$ cat config.mk
export PLATFORM = sky130hd
export DESIGN_NAME = disp_arbiter
export DESIGN_NICKNAME = d
export VERILOG_FILES = /design/src/rtl/disp_pkg.sv /design/src/rtl/disp_hold_timer.sv /design/src/rtl/disp_arbiter.sv
export SDC_FILE = /design/constraint.sdc
export NUM_CORES = 1
export LEC_CHECK = 0
export CAP_MARGIN = 20
export CORE_ASPECT_RATIO = 1.75
export CORE_MARGIN = 2
export CORE_UTILIZATION = 45
export CTS_CLUSTER_DIAMETER = 50
export CTS_CLUSTER_SIZE = 25
export DETAILED_ROUTE_END_ITERATION = 7
export PLACE_DENSITY = 0.76
export SYNTH_ARGS = -nofsm -noshare
export SYNTH_HDL_FRONTEND = slang
export SYNTH_SLANG_ARGS = --single-unit
$ cat constraint.sdc
create_clock -name clk_1k -period 1.8 [get_ports clk_1k]
set_input_delay 0.36 -clock clk_1k [delete_from_list [all_inputs] [get_ports clk_1k]]
set_output_delay 0.36 -clock clk_1k [all_outputs]
set_load 0.02 [all_outputs]
$ cat src/rtl/disp_pkg.sv
// Shared definitions for the locker display arbiter: digit codes, the
// arbiter state encoding, source encodings and digit clean-up helpers.
package disp_pkg;

  // Seven-segment digit codes understood by the display scanner
  localparam logic [3:0] NUM0  = 4'h0;
  localparam logic [3:0] NUM1  = 4'h1;
  localparam logic [3:0] NUM2  = 4'h2;
  localparam logic [3:0] NUM3  = 4'h3;
  localparam logic [3:0] NUM4  = 4'h4;
  localparam logic [3:0] NUM5  = 4'h5;
  localparam logic [3:0] NUM6  = 4'h6;
  localparam logic [3:0] NUM7  = 4'h7;
  localparam logic [3:0] NUM8  = 4'h8;
  localparam logic [3:0] NUM9  = 4'h9;
  localparam logic [3:0] NONE  = 4'hA;
  localparam logic [3:0] ERROR = 4'hB;

  typedef enum logic [1:0] {
    IDLE      = 2'd0,
    SHOW_CODE = 2'd1,
    SHOW_ERR  = 2'd2
  } state_t;

  // Display owner reported on src
  localparam logic [1:0] SRC_KEY  = 2'd0;
  localparam logic [1:0] SRC_CODE = 2'd1;
  localparam logic [1:0] SRC_ERR  = 2'd2;

  // Codes the scanner cannot render are shown as blank
  function automatic logic [3:0] digit_clean(input logic [3:0] d);
    return (d > ERROR) ? NONE : d;
  endfunction

  function automatic logic [11:0] digits_clean(input logic [11:0] d);
    return {digit_clean(d[11:8]), digit_clean(d[7:4]), digit_clean(d[3:0])};
  endfunction

endpackage

$ cat src/rtl/disp_hold_timer.sv
// Hold timer for timed display messages. Counts 0..HOLD_MS-1 from the
// last start pulse and then saturates; o_expire is high on the last count.
module disp_hold_timer #(
  parameter int HOLD_MS = 3000
) (
  input  logic clk_1k,
  input  logic rst,
  input  logic i_start,
  output logic o_expire
);

  localparam int             W    = (HOLD_MS > 1) ? $clog2(HOLD_MS) : 1;
  localparam logic [W-1:0]   LAST = W'(HOLD_MS - 1);

  logic [W-1:0] r_cnt;

  // Count up from a start pulse, holding at the last value instead of wrapping
  always_ff @(posedge clk_1k) begin
    // NOTE: state registers use non-blocking assignments so every flop
    // samples the pre-edge values; reset here is synchronous.
    if (rst || i_start) begin
      r_cnt <= '0;
    end else if (r_cnt != LAST) begin
      r_cnt <= r_cnt + W'(1);
    end
  end

  assign o_expire = (r_cnt == LAST);

endmodule

$ cat src/rtl/disp_arbiter.sv
// Display arbiter for the locker's 3-digit seven-segment display.
// Shares the digits between keypad entry, a timed pickup code and a timed
// error message. An error preempts a code; the preempted (or newly
// requested) code is replayed for a full hold period after the error.
// Optional build macro DISP_BLINK_EN: blink the error message with a
// half-period of BLINK_HALF cycles; otherwise the error is shown steadily.
module disp_arbiter
  import disp_pkg::*;
#(
  parameter int HOLD_MS    = 3000,
  parameter int BLINK_HALF = 250
) (
  input  logic        clk_1k,
  input  logic        rst,
  input  logic        key_valid,
  input  logic [11:0] key_digits,
  input  logic        code_req,
  input  logic [11:0] code_digits,
  input  logic        err_req,
  input  logic [3:0]  err_code,
  output logic [3:0]  ds2,
  output logic [3:0]  ds1,
  output logic [3:0]  ds0,
  output logic [1:0]  src,
  output logic        done
);

  state_t      r_state, w_next;
  logic        w_start, w_expire, w_done;
  logic [11:0] r_code, w_code_nx;
  logic [3:0]  r_err, w_err_nx;
  logic        r_pend, w_pend_nx;
  logic [11:0] w_ds, r_ds;
  logic [1:0]  w_src, r_src;
  logic        r_done;

`ifdef DISP_BLINK_EN
  localparam int            BW     = (BLINK_HALF > 1) ? $clog2(BLINK_HALF) : 1;
  localparam logic [BW-1:0] B_LAST = BW'(BLINK_HALF - 1);
  logic [BW-1:0] r_blink_cnt;
  logic          r_blink_on;
`else
  // BLINK_HALF has no effect in the steady-error build
  logic w_unused_blink;
  assign w_unused_blink = (BLINK_HALF != 0);
`endif

  disp_hold_timer #(.HOLD_MS(HOLD_MS)) u_hold (
    .clk_1k   (clk_1k),
    .rst      (rst),
    .i_start  (w_start),
    .o_expire (w_expire)
  );

  // State register
  always_ff @(posedge clk_1k) begin
    if (rst) r_state <= IDLE;
    else     r_state <= w_next;
  end

  // Next state, latch updates, timer start and the display content for this state
  always_comb begin
    // NOTE: every output of this block gets a default first so no path
    // leaves a signal unassigned, which would infer a latch.
    w_next    = r_state;
    w_start   = 1'b0;
    w_done    = 1'b0;
    w_code_nx = r_code;
    w_err_nx  = r_err;
    w_pend_nx = r_pend;
    w_ds      = {NONE, NONE, NONE};
    w_src     = SRC_KEY;

    case (r_state)
      IDLE: begin
        if (key_valid) w_ds = digits_clean(key_digits);
        if (err_req) begin
          // Error wins a tie; a simultaneous code waits in the pending slot
          w_next   = SHOW_ERR;
          w_start  = 1'b1;
          w_err_nx = err_code;
          if (code_req) begin
            w_code_nx = code_digits;
            w_pend_nx = 1'b1;
          end
        end else if (code_req) begin
          w_next    = SHOW_CODE;
          w_start   = 1'b1;
          w_code_nx = code_digits;
        end
      end

      SHOW_CODE: begin
        w_ds  = digits_clean(r_code);
        w_src = SRC_CODE;
        if (err_req) begin
          // The code on screen (or a code arriving now) is replayed later
          w_next    = SHOW_ERR;
          w_start   = 1'b1;
          w_err_nx  = err_code;
          w_pend_nx = 1'b1;
          if (code_req) w_code_nx = code_digits;
        end else if (code_req) begin
          w_start   = 1'b1;
          w_code_nx = code_digits;
        end else if (w_expire) begin
          w_next  = IDLE;
          w_start = 1'b1;
          w_done  = 1'b1;
        end
      end

      SHOW_ERR: begin
        w_ds  = {ERROR, NONE, digit_clean(r_err)};
        w_src = SRC_ERR;
`ifdef DISP_BLINK_EN
        if (!r_blink_on) w_ds = {NONE, NONE, NONE};
`endif
        // The newest code request always replaces the pending one
        if (code_req) begin
          w_code_nx = code_digits;
          w_pend_nx = 1'b1;
        end
        if (err_req) begin
          w_start  = 1'b1;
          w_err_nx = err_code;
        end else if (w_expire) begin
          w_start   = 1'b1;
          w_done    = 1'b1;
          w_pend_nx = 1'b0;
          w_next    = (r_pend || code_req) ? SHOW_CODE : IDLE;
        end
      end

      default: w_next = IDLE;
    endcase
  end

  // Latched message contents and the pending-code flag
  always_ff @(posedge clk_1k) begin
    if (rst) begin
      r_code <= {NONE, NONE, NONE};
      r_err  <= NUM0;
      r_pend <= 1'b0;
    end else begin
      r_code <= w_code_nx;
      r_err  <= w_err_nx;
      r_pend <= w_pend_nx;
    end
  end

  // Registered outputs to the scanner and the control FSM
  always_ff @(posedge clk_1k) begin
    if (rst) begin
      r_ds   <= {NONE, NONE, NONE};
      r_src  <= SRC_KEY;
      r_done <= 1'b0;
    end else begin
      r_ds   <= w_ds;
      r_src  <= w_src;
      r_done <= w_done;
    end
  end

`ifdef DISP_BLINK_EN
  // Blink phase: restarts "on" whenever an error is entered or restarted
  always_ff @(posedge clk_1k) begin
    if (rst || (w_start && (w_next == SHOW_ERR))) begin
      r_blink_cnt <= '0;
      r_blink_on  <= 1'b1;
    end else if (r_blink_cnt == B_LAST) begin
      r_blink_cnt <= '0;
      r_blink_on  <= ~r_blink_on;
    end else begin
      r_blink_cnt <= r_blink_cnt + BW'(1);
    end
  end
`endif

  assign ds2  = r_ds[11:8];
  assign ds1  = r_ds[7:4];
  assign ds0  = r_ds[3:0];
  assign src  = r_src;
  assign done = r_done;

endmodule

### Word level (Yosys, flattened, before mapping)

Cells that the tools add are included.

* multiplexer cells: 36
* reductions and logical operators: 9
* add/subtract/negate cells: 1
* equality and inequality tests: 11
* order comparisons: 7

Operators with widths (count)
* 12-bit one-hot mux with 3 select lines: 1
* 4-bit > comparator (second input constant): 7
* 4-bit two-way mux: 7
* 1-bit two-way mux: 15
* 2-bit two-way mux: 7
* 12-bit by 1-bit adder with 12-bit output (second input constant): 1
* 12-bit == test (second input constant): 1
* 12-bit two-way mux: 1
* 12-bit != test (second input constant): 1
* 2-bit != test (second input constant): 3
* 3-bit != test (second input constant): 2
* 1-bit one-hot mux with 3 select lines: 2
* 2-bit one-hot mux with 3 select lines: 1
* 5-bit AND reduction: 1
* 2-bit one-hot mux with 2 select lines: 1
* 2-bit AND reduction: 2
* 3-bit by 2-bit != test with 1-bit output (second input constant): 1
* 3-bit AND reduction: 1
* 3-bit nonzero test: 1
* 3-bit OR reduction: 1
* 2-bit by 1-bit == test with 1-bit output (second input constant): 1
* 2-bit == test (second input constant): 1
* 2-bit zero test: 1
* 1-bit logical OR: 2
* 2 further kinds: 2

* word-level logic and storage cells: 72
* input bits: 33
* flip-flop bits (word level): 46
* output and inout bits: 15

### Depth between registers and ports, before layout

Gate-level depths: netlist (run 1).

* word-level depth: 6
* gate-level depth with buffers: 8
* mapped depth without buffers: 6

### Cells and area by module

Synthesis (run 1) repeated with hierarchy kept, for this count alone.

* cell total of the unflattened synthesis: 248
* area total of the unflattened synthesis: 2114.5 um2

Modules (own cells, without submodules)
* disp_arbiter: area an instance 1510.2 um2, seq. area each 680.7 um2, cells an instance 180, instances 1
* disp_hold_timer: area an instance 604.3 um2, seq. area each 240.2 um2, cells an instance 68, instances 1

### Least setup slack after synthesis (run 1)

OpenSTA, ideal clock, no wires.

* kind: register to register
* from: reg r_state[1]
* to: reg r_state[0]
* arrival: 1.598 ns
* cell stages (with the launch flop): 8
* buffers on the path: 1
* required time: 1.679 ns
* setup time: 0.121 ns
* path slack: 0.081 ns
* period minus slack after synthesis: 1.719 ns
* cell sequence: dfxtp_1 > inv_1 > ha_1 > buf_2 > nor2b_1 > a211o_1 > a2bb2oi_2 > mux2_4

* longest elaborated chain between the ends: 3
* elaborated cells on any way between the ends: 10
* those cells by class: eq/ne (7); mux (1); reduce/logical (2)

RTL lines
* start, declared: RTL line disp_arbiter.sv:28 `state_t r_state, w_next;`
* start signal, assigned: RTL line disp_arbiter.sv:58 `else r_state <= w_next;`
* 2-bit by 1-bit == test with 1-bit output, or another cell as far along: RTL line disp_arbiter.sv:74 `case (r_state)`
* 3-bit by 2-bit != test with 1-bit output (no source line), or another cell as far along
* 5-bit AND reduction (no source line)

Several ways; a longest one is shown, not always the timed one.
A chain may end at the register's enable or synchronous reset.

### Worst setup path in the final report (run 1)

* from: reg r_state[0]
* to: reg u_hold.r_cnt[11]

* longest elaborated chain between the ends: 3
* elaborated cells on any way between the ends: 5
* those cells by class: eq/ne (2); mux (1); reduce/logical (2)

RTL lines
* 2-bit == test, or another cell as far along: RTL line disp_arbiter.sv:74
* 1-bit one-hot mux with 3 select lines *: RTL line disp_arbiter.sv:74
* 1-bit logical OR *: RTL line disp_hold_timer.sv:21 `if (rst || i_start) begin`
* end signal, assigned: RTL line disp_hold_timer.sv:24 `r_cnt <= r_cnt + W'(1);`
* end, declared: RTL line disp_hold_timer.sv:15 `logic [W-1:0] r_cnt;`

Every way passes the cells marked *; elsewhere a longest branch is shown, timed or not.

==> flow_metrics.tcl, run 1 <==
set metrics [dict create \
    timing.rr.start "r_state[0]" \
    cpMaxStageDelayCell "dfxtp_1" \
    fin_ws_ns 0.1062 \
    setup_viol 0 \
    fmax_mhz 590.4 \
    p_comb_frac 0.288 \
    start_kind "flop" \
    finalCritPeriodShare 0.9410 \
    area_growth_pct 35.98 \
    syn_area_um2 2115 \
    die_area_um2 5285 \
    r2r_slack_ns 0.11 \
    dp_slack_ns -0.04211 \
    synthTopCellsByCount "46 x dfxtp_1, 43 x nand2_1, 18 x nand3_1" \
    vdd_drop_max_v 0.0008591 \
    p_int_mw 2.130 \
    root_buffer "clkbuf_8" \
    crit_chain "inv_1 > ha_1 > nor2b_1 > o21ba_2 > a21oi_4 > buf_4 > nor3_1" \
    synth_edf_count 0 \
    timing.hold.ws_ns 0.4588 \
    drtIter0Drc 53 \
    die-height_um 94.68 \
    track_usage 0.1986 \
    hpwlAfterDp_um 3761 \
    reg2reg_to "u_hold.r_cnt[11]" \
    route.vias.total 1879 \
    crit_end "u_hold.r_cnt[11]" \
    syn_nets 285 \
    cts_inserted_buffers 5 \
    grt_pass1_wl_um 8252 \
    dr_wl_met3_um 128 \
    synth_top_cell_by_area "dfxtp_1" \
    cp_data_arrival_time_ns 1.87 \
    switching_share 0.2791 \
    clock_sinks 46 \
    worstPathMaxFanout 6 \
    rsz0062_at_grt "no" \
    io_buffer_count 47 \
    switching_power_mw 0.8247 \
    min_period_ns 1.694 \
    leakage_nw 1.086 \
    met1_length_um 1978 \
    yosys.area.top_type_share 0.4355 \
    wl_met2_um 2763 \
    synth-main-ff-cell "dfxtp_1" \
    worst_pin_slew_ns 0.4517 \
    worstSetupStartpoint "r_state[0]" \
    ant_nets 0 \
    fin_worst_skew_ns 0.009525 \
    initial_core_util 0.4573 \
    p_per_area_nw_per_um2 1028 \
    cts_max_level 2 \
    drt-total-wl_um 4970 \
    yosys-top-cells-area "dfxtp_1 44%, nand2_1 7.6%, nand3_1 4.3%" \
    synth-seq-area-share 0.4355 \
    routed_via_density 5.249 \
    post_cts_resized 0 \
    outcome "finished clean" \
    fill_cells 409 \
    dr.pass1.iters 4 \
    routed.top_layer "met4" \
    cp.required_ns 1.98 \
    cp_slowest_stage_delay_ns 0.38 \
    min_path_type "reg -> reg" \
    core_um2 4624 \
    postCtsSetupRepairBufs 0 \
    row_count 33 \
    ys_ff_latch 46 \
    pwr-share-clk 0.317 \
    wl_per_cell_um 13.88 \
    finalHoldViolations 0 \
    insertion_delay_ns 0.30 \
    cp-end-kind "flop" \
    grt-ovfl-total 0 \
    antenna_found_initial 0 \
    route.detailed.drc 0 \
    n_antenna_cell 0 \
    worstSetupPathType "reg -> reg" \
    rr_worst_depth 7 \
    clk_pin_slew_worst_paths_ns 0.09 \
    cap_violations 0 \
    maxSlewViolCount 0 \
    synth.most_common_cell "dfxtp_1" \
    layout.nets 344 \
    ys_types 42 \
    pwr-share-seq 0.395 \
    clock_path_buffers 2 \
    ios 48 \
    ys_warn_count 0 \
    grt_pass1_vias 1833 \
    max_slew_margin 0.6989 \
    die_w_um 55.82 \
    syn_inst 246 \
    grt_max_degree 28 \
    async_flop_share 0 \
    drive_gt1_frac 0.1209 \
    syn_avg_cell_area_um2 8.596 \
    hold_buffers 0 \
    place_congestion 0.8631 \
    tritoncts "yes" \
]
per-layer routing:
metal | vias to the layer above | global-route usage
met1 | 870 | 0.2095
met4 | 0 | 0.07937
met2 | 41 | 0.3819
met3 | 11 | 0.03699
li1 | 957 | -
met5 | - | 0
layout make-up:
type	instances	area, um^2	share of cell area
multi-input cells	178	1107	0.3851
clock buffers	6	82.58	0.02872
flip-flops and latches	46	920.9	0.3203
clock inverters	2	60.06	0.02089
repair buffers	65	605.6	0.2106
inverters	9	33.78	0.01175
well taps	52	65.06	0.02263
cell usage in the layout (no fill, tap or decap), types with 2 or more instances in the layout:
master,instances
clkdlybuf4s50_1,47
dfxtp_1,46
nand2_1,43
nand3_1,18
buf_4,18
a21oi_1,15
nor2_1,12
nor3_1,12
nand3b_1,10
xnor2_1,9
inv_1,8
mux2i_1,6
ha_1,6
clkbuf_8,6
o21ai_0,5
nand2b_1,5
nor2b_1,5
a31oi_1,3
or2_2,2
a22oi_1,2
o211ai_1,2
o21bai_1,2
nor4_1,2
bufinv_16,2
worst max-delay path: cells and delay by family (launching register included):
family	cells	cell delay, ns
buf+inv	2	0.25
flops	1	0.38
compound gates	2	0.41
simple gates	2	0.21
fa+ha+maj	1	0.34
power by group through the flow:
stage | sequential (mW) | combinational [mW] | clock [mW]
after floorplan | 1.25 | 0.409 | 0
after global placement | 1.19 | 0.826 | 0
after detailed placement | 1.19 | 0.836 | 0
after CTS | 1.17 | 0.845 | 0.949
after global routing | 1.18 | 0.923 | 0.987
final | 1.17 | 0.852 | 0.935
how the worst min path moves through the flow:
stage                         start        end  slack, ns  depth (start not counted)
after global routing      r_code[8]  r_code[8]       0.48                          2
after CTS                 r_code[8]  r_code[8]       0.46                          2
after floorplan           r_code[1]  r_code[1]       0.43                          2
after detailed placement  r_code[8]  r_code[8]       0.45                          2
after global placement    r_code[9]  r_code[9]       0.44                          2
final                     r_code[8]  r_code[8]       0.46                          2
logic make-up (layout without fill, tap and decap cells):
family          Yosys count  count (layout)  synth area share
mux                       8               8           0.04083
compound gates           37              37            0.1166
flops                    46              46            0.4355
fa+ha+maj                 6               6           0.03550
simple gates            118             118            0.2876
xor+xnor                  9               9           0.03728
buf+inv                  22              82           0.04674
through the flow:
step / power, mW / cells / cell area, um^2 / util / TNS, ns
final: 2.955 / 358 / 2875 / 0.6218 / 0
after global routing: 3.089 / 358 / 2875 / 0.6218 / 0
after CTS: 2.963 / 358 / 2863 / 0.6190 / 0
after detailed placement: 2.028 / 350 / 2720 / 0.5882 / -0.04211
after global placement: 2.013 / 350 / 2720 / 0.5882 / -0.01454
after floorplan: 1.664 / 246 / 2115 / - / 0
state kept, by name, summed over array words and instances, names as in the netlist:
| name | flops |
|---|---|
| done | 1 |
| r_code | 12 |
| r_ds | 12 |
| r_err | 4 |
| r_pend | 1 |
| r_state | 2 |
| src | 2 |
| u_hold.r_cnt | 12 |
Power figures use the tool's default switching activity.
==> run 2, diff against run 1 <==
Settings changed: CORE_UTILIZATION 45 to 50, PLACE_DENSITY 0.76 to 0.8, SKIP_CTS_REPAIR_TIMING set to 1.
Clock period 1.8 ns to 2.06 ns, I/O delays scaled along.
==> flow_metrics.tcl, run 2 (same netlist as run 1, synthesis figures left out) <==
set metrics [dict create \
    row_count 31 \
    n_antenna_cell 0 \
    outcome "finished clean" \
    wl_per_cell_um 14.27 \
    drtIter0Drc 58 \
    route.vias.total 1881 \
    cts_max_level 2 \
    clock_sinks 46 \
    finalCritPeriodShare 0.9017 \
    p_int_mw 1.662 \
    rsz0062_at_grt "no" \
    final_common_cell "clkdlybuf4s50_1" \
    core_um2 4111 \
    switching_share 0.3017 \
    die_area_um2 4786 \
    cp_slowest_stage_delay_ns 0.41 \
    fill_cells 359 \
    area_growth_pct 30.30 \
    grt_pass1_vias 1939 \
    route.detailed.drc 0 \
    cp_data_arrival_time_ns 2.06 \
    drive_gt1_frac 0.08784 \
    grt_pass1_wl_um 8314 \
    worstPathMaxFanout 12 \
    p_per_area_nw_per_um2 863.7 \
    leakage_nw 1.013 \
    maxSlewViolCount 0 \
    fin_worst_skew_ns 0.009043 \
    worst_pin_slew_ns 0.4454 \
    vdd_drop_max_v 0.0006807 \
    cts_inserted_buffers 5 \
    reg_top3 "r_code (12), r_ds (12), u_hold.r_cnt (12)" \
    cp.required_ns 2.26 \
    antenna_found_initial 0 \
    grt-ovfl-total 0 \
    finalHoldViolations 0 \
    drt-total-wl_um 4923 \
    crit_chain "inv_1 > ha_1 > nor2b_1 > o21ba_2 > a21oi_2 > buf_4 > a2111oi_2" \
    fmax_mhz 538.4 \
    pwr-share-seq 0.432 \
    insertion_delay_ns 0.30 \
    ant_nets 0 \
    timing.hold.ws_ns 0.4728 \
    routed_via_density 5.452 \
    root_buffer "clkbuf_8" \
    setup_tns_ns 0 \
    setup_viol 0 \
    io_buffer_count 47 \
    tritoncts "yes" \
    place_congestion 0.8638 \
    track_usage 0.2295 \
    switching_power_mw 0.7181 \
    ios 48 \
    min_path_type "reg -> reg" \
    die-height_um 90.03 \
    clock_path_buffers 2 \
    start_kind "flop" \
    worstSetupPathType "reg -> reg" \
    hpwlAfterDp_um 3792 \
    cap_violations 0 \
    cp-end-kind "flop" \
    grt_max_degree 23 \
    cpMaxStageDelayCell "dfxtp_1" \
    clk_pin_slew_worst_paths_ns 0.09 \
    min_period_ns 1.857 \
    p_comb_frac 0.285 \
    pwr-share-clk 0.284 \
    layout_common_cells "47 x clkdlybuf4s50_1, 46 x dfxtp_1, 43 x nand2_1" \
    initial_core_util 0.5143 \
    die_w_um 53.16 \
    dr.pass1.iters 4 \
    max_slew_margin 0.7031 \
    layout.nets 334 \
]
## run 2: cell type report
cell class,instances,area (um^2),share of cell area
inverters,9,33.78,0.01226
clock buffers,5,68.82,0.02498
clock inverters,3,45.04,0.01635
well taps,49,61.31,0.02225
multi-input cells,178,1095,0.3974
flip-flops and latches,46,920.9,0.3342
repair buffers,55,530.5,0.1926
## run 2: worst paths after layout
kind / slack, ns / from / to / depth (start not counted)
worst max-delay path: 0.20 / r_state[1] / u_hold.r_cnt[2] / 7
worst max register to register: 0.20 / r_state[1] / u_hold.r_cnt[2] / 7
worst min-delay path: 0.47 / r_code[1] / r_code[1] / 2
worst min register to register: 0.47 / r_code[1] / r_code[1] / 2
## run 2: critical path: cells and delay by family, from the launching register on
kind	cells	cell delay, ns
buffers and inverters	2	0.29
AND/OR/NAND/NOR	1	0.20
AO/OA/AOI/OAI	3	0.52
flip-flops	1	0.41
adder cells (fa/ha/maj)	1	0.33
## run 2: stage by stage
stage / power [mW] / instances / utilization / setup slack [ns] / area (um^2)
final: 2.380 / 345 / 0.6701 / 0.2026 / 2755
after global routing: 2.494 / 345 / 0.6701 / 0.1004 / 2755
after CTS: 2.387 / 345 / 0.6701 / 0.2049 / 2755
after detailed placement: 1.719 / 337 / 0.6424 / 0.1616 / 2641
after global placement: 1.714 / 337 / 0.6424 / 0.1879 / 2641
after floorplan: 1.454 / 246 / - / 0.3408 / 2115
## run 2: power by group through the flow
stage	logic, mW	clock network [mW]	registers (mW)
after global routing	0.730	0.724	1.04
after detailed placement	0.671	0	1.05
after floorplan	0.358	0	1.10
after CTS	0.676	0.683	1.03
final	0.678	0.675	1.03
after global placement	0.667	0	1.05
## run 2: routing by layer
metal,GRT usage,vias to the layer above,share of wire
met3,0.04817,16,0.042
met1,0.2400,852,0.38
li1,-,942,-
met2,0.4094,71,0.55
met5,0,-,0
met4,0.1111,0,0.026
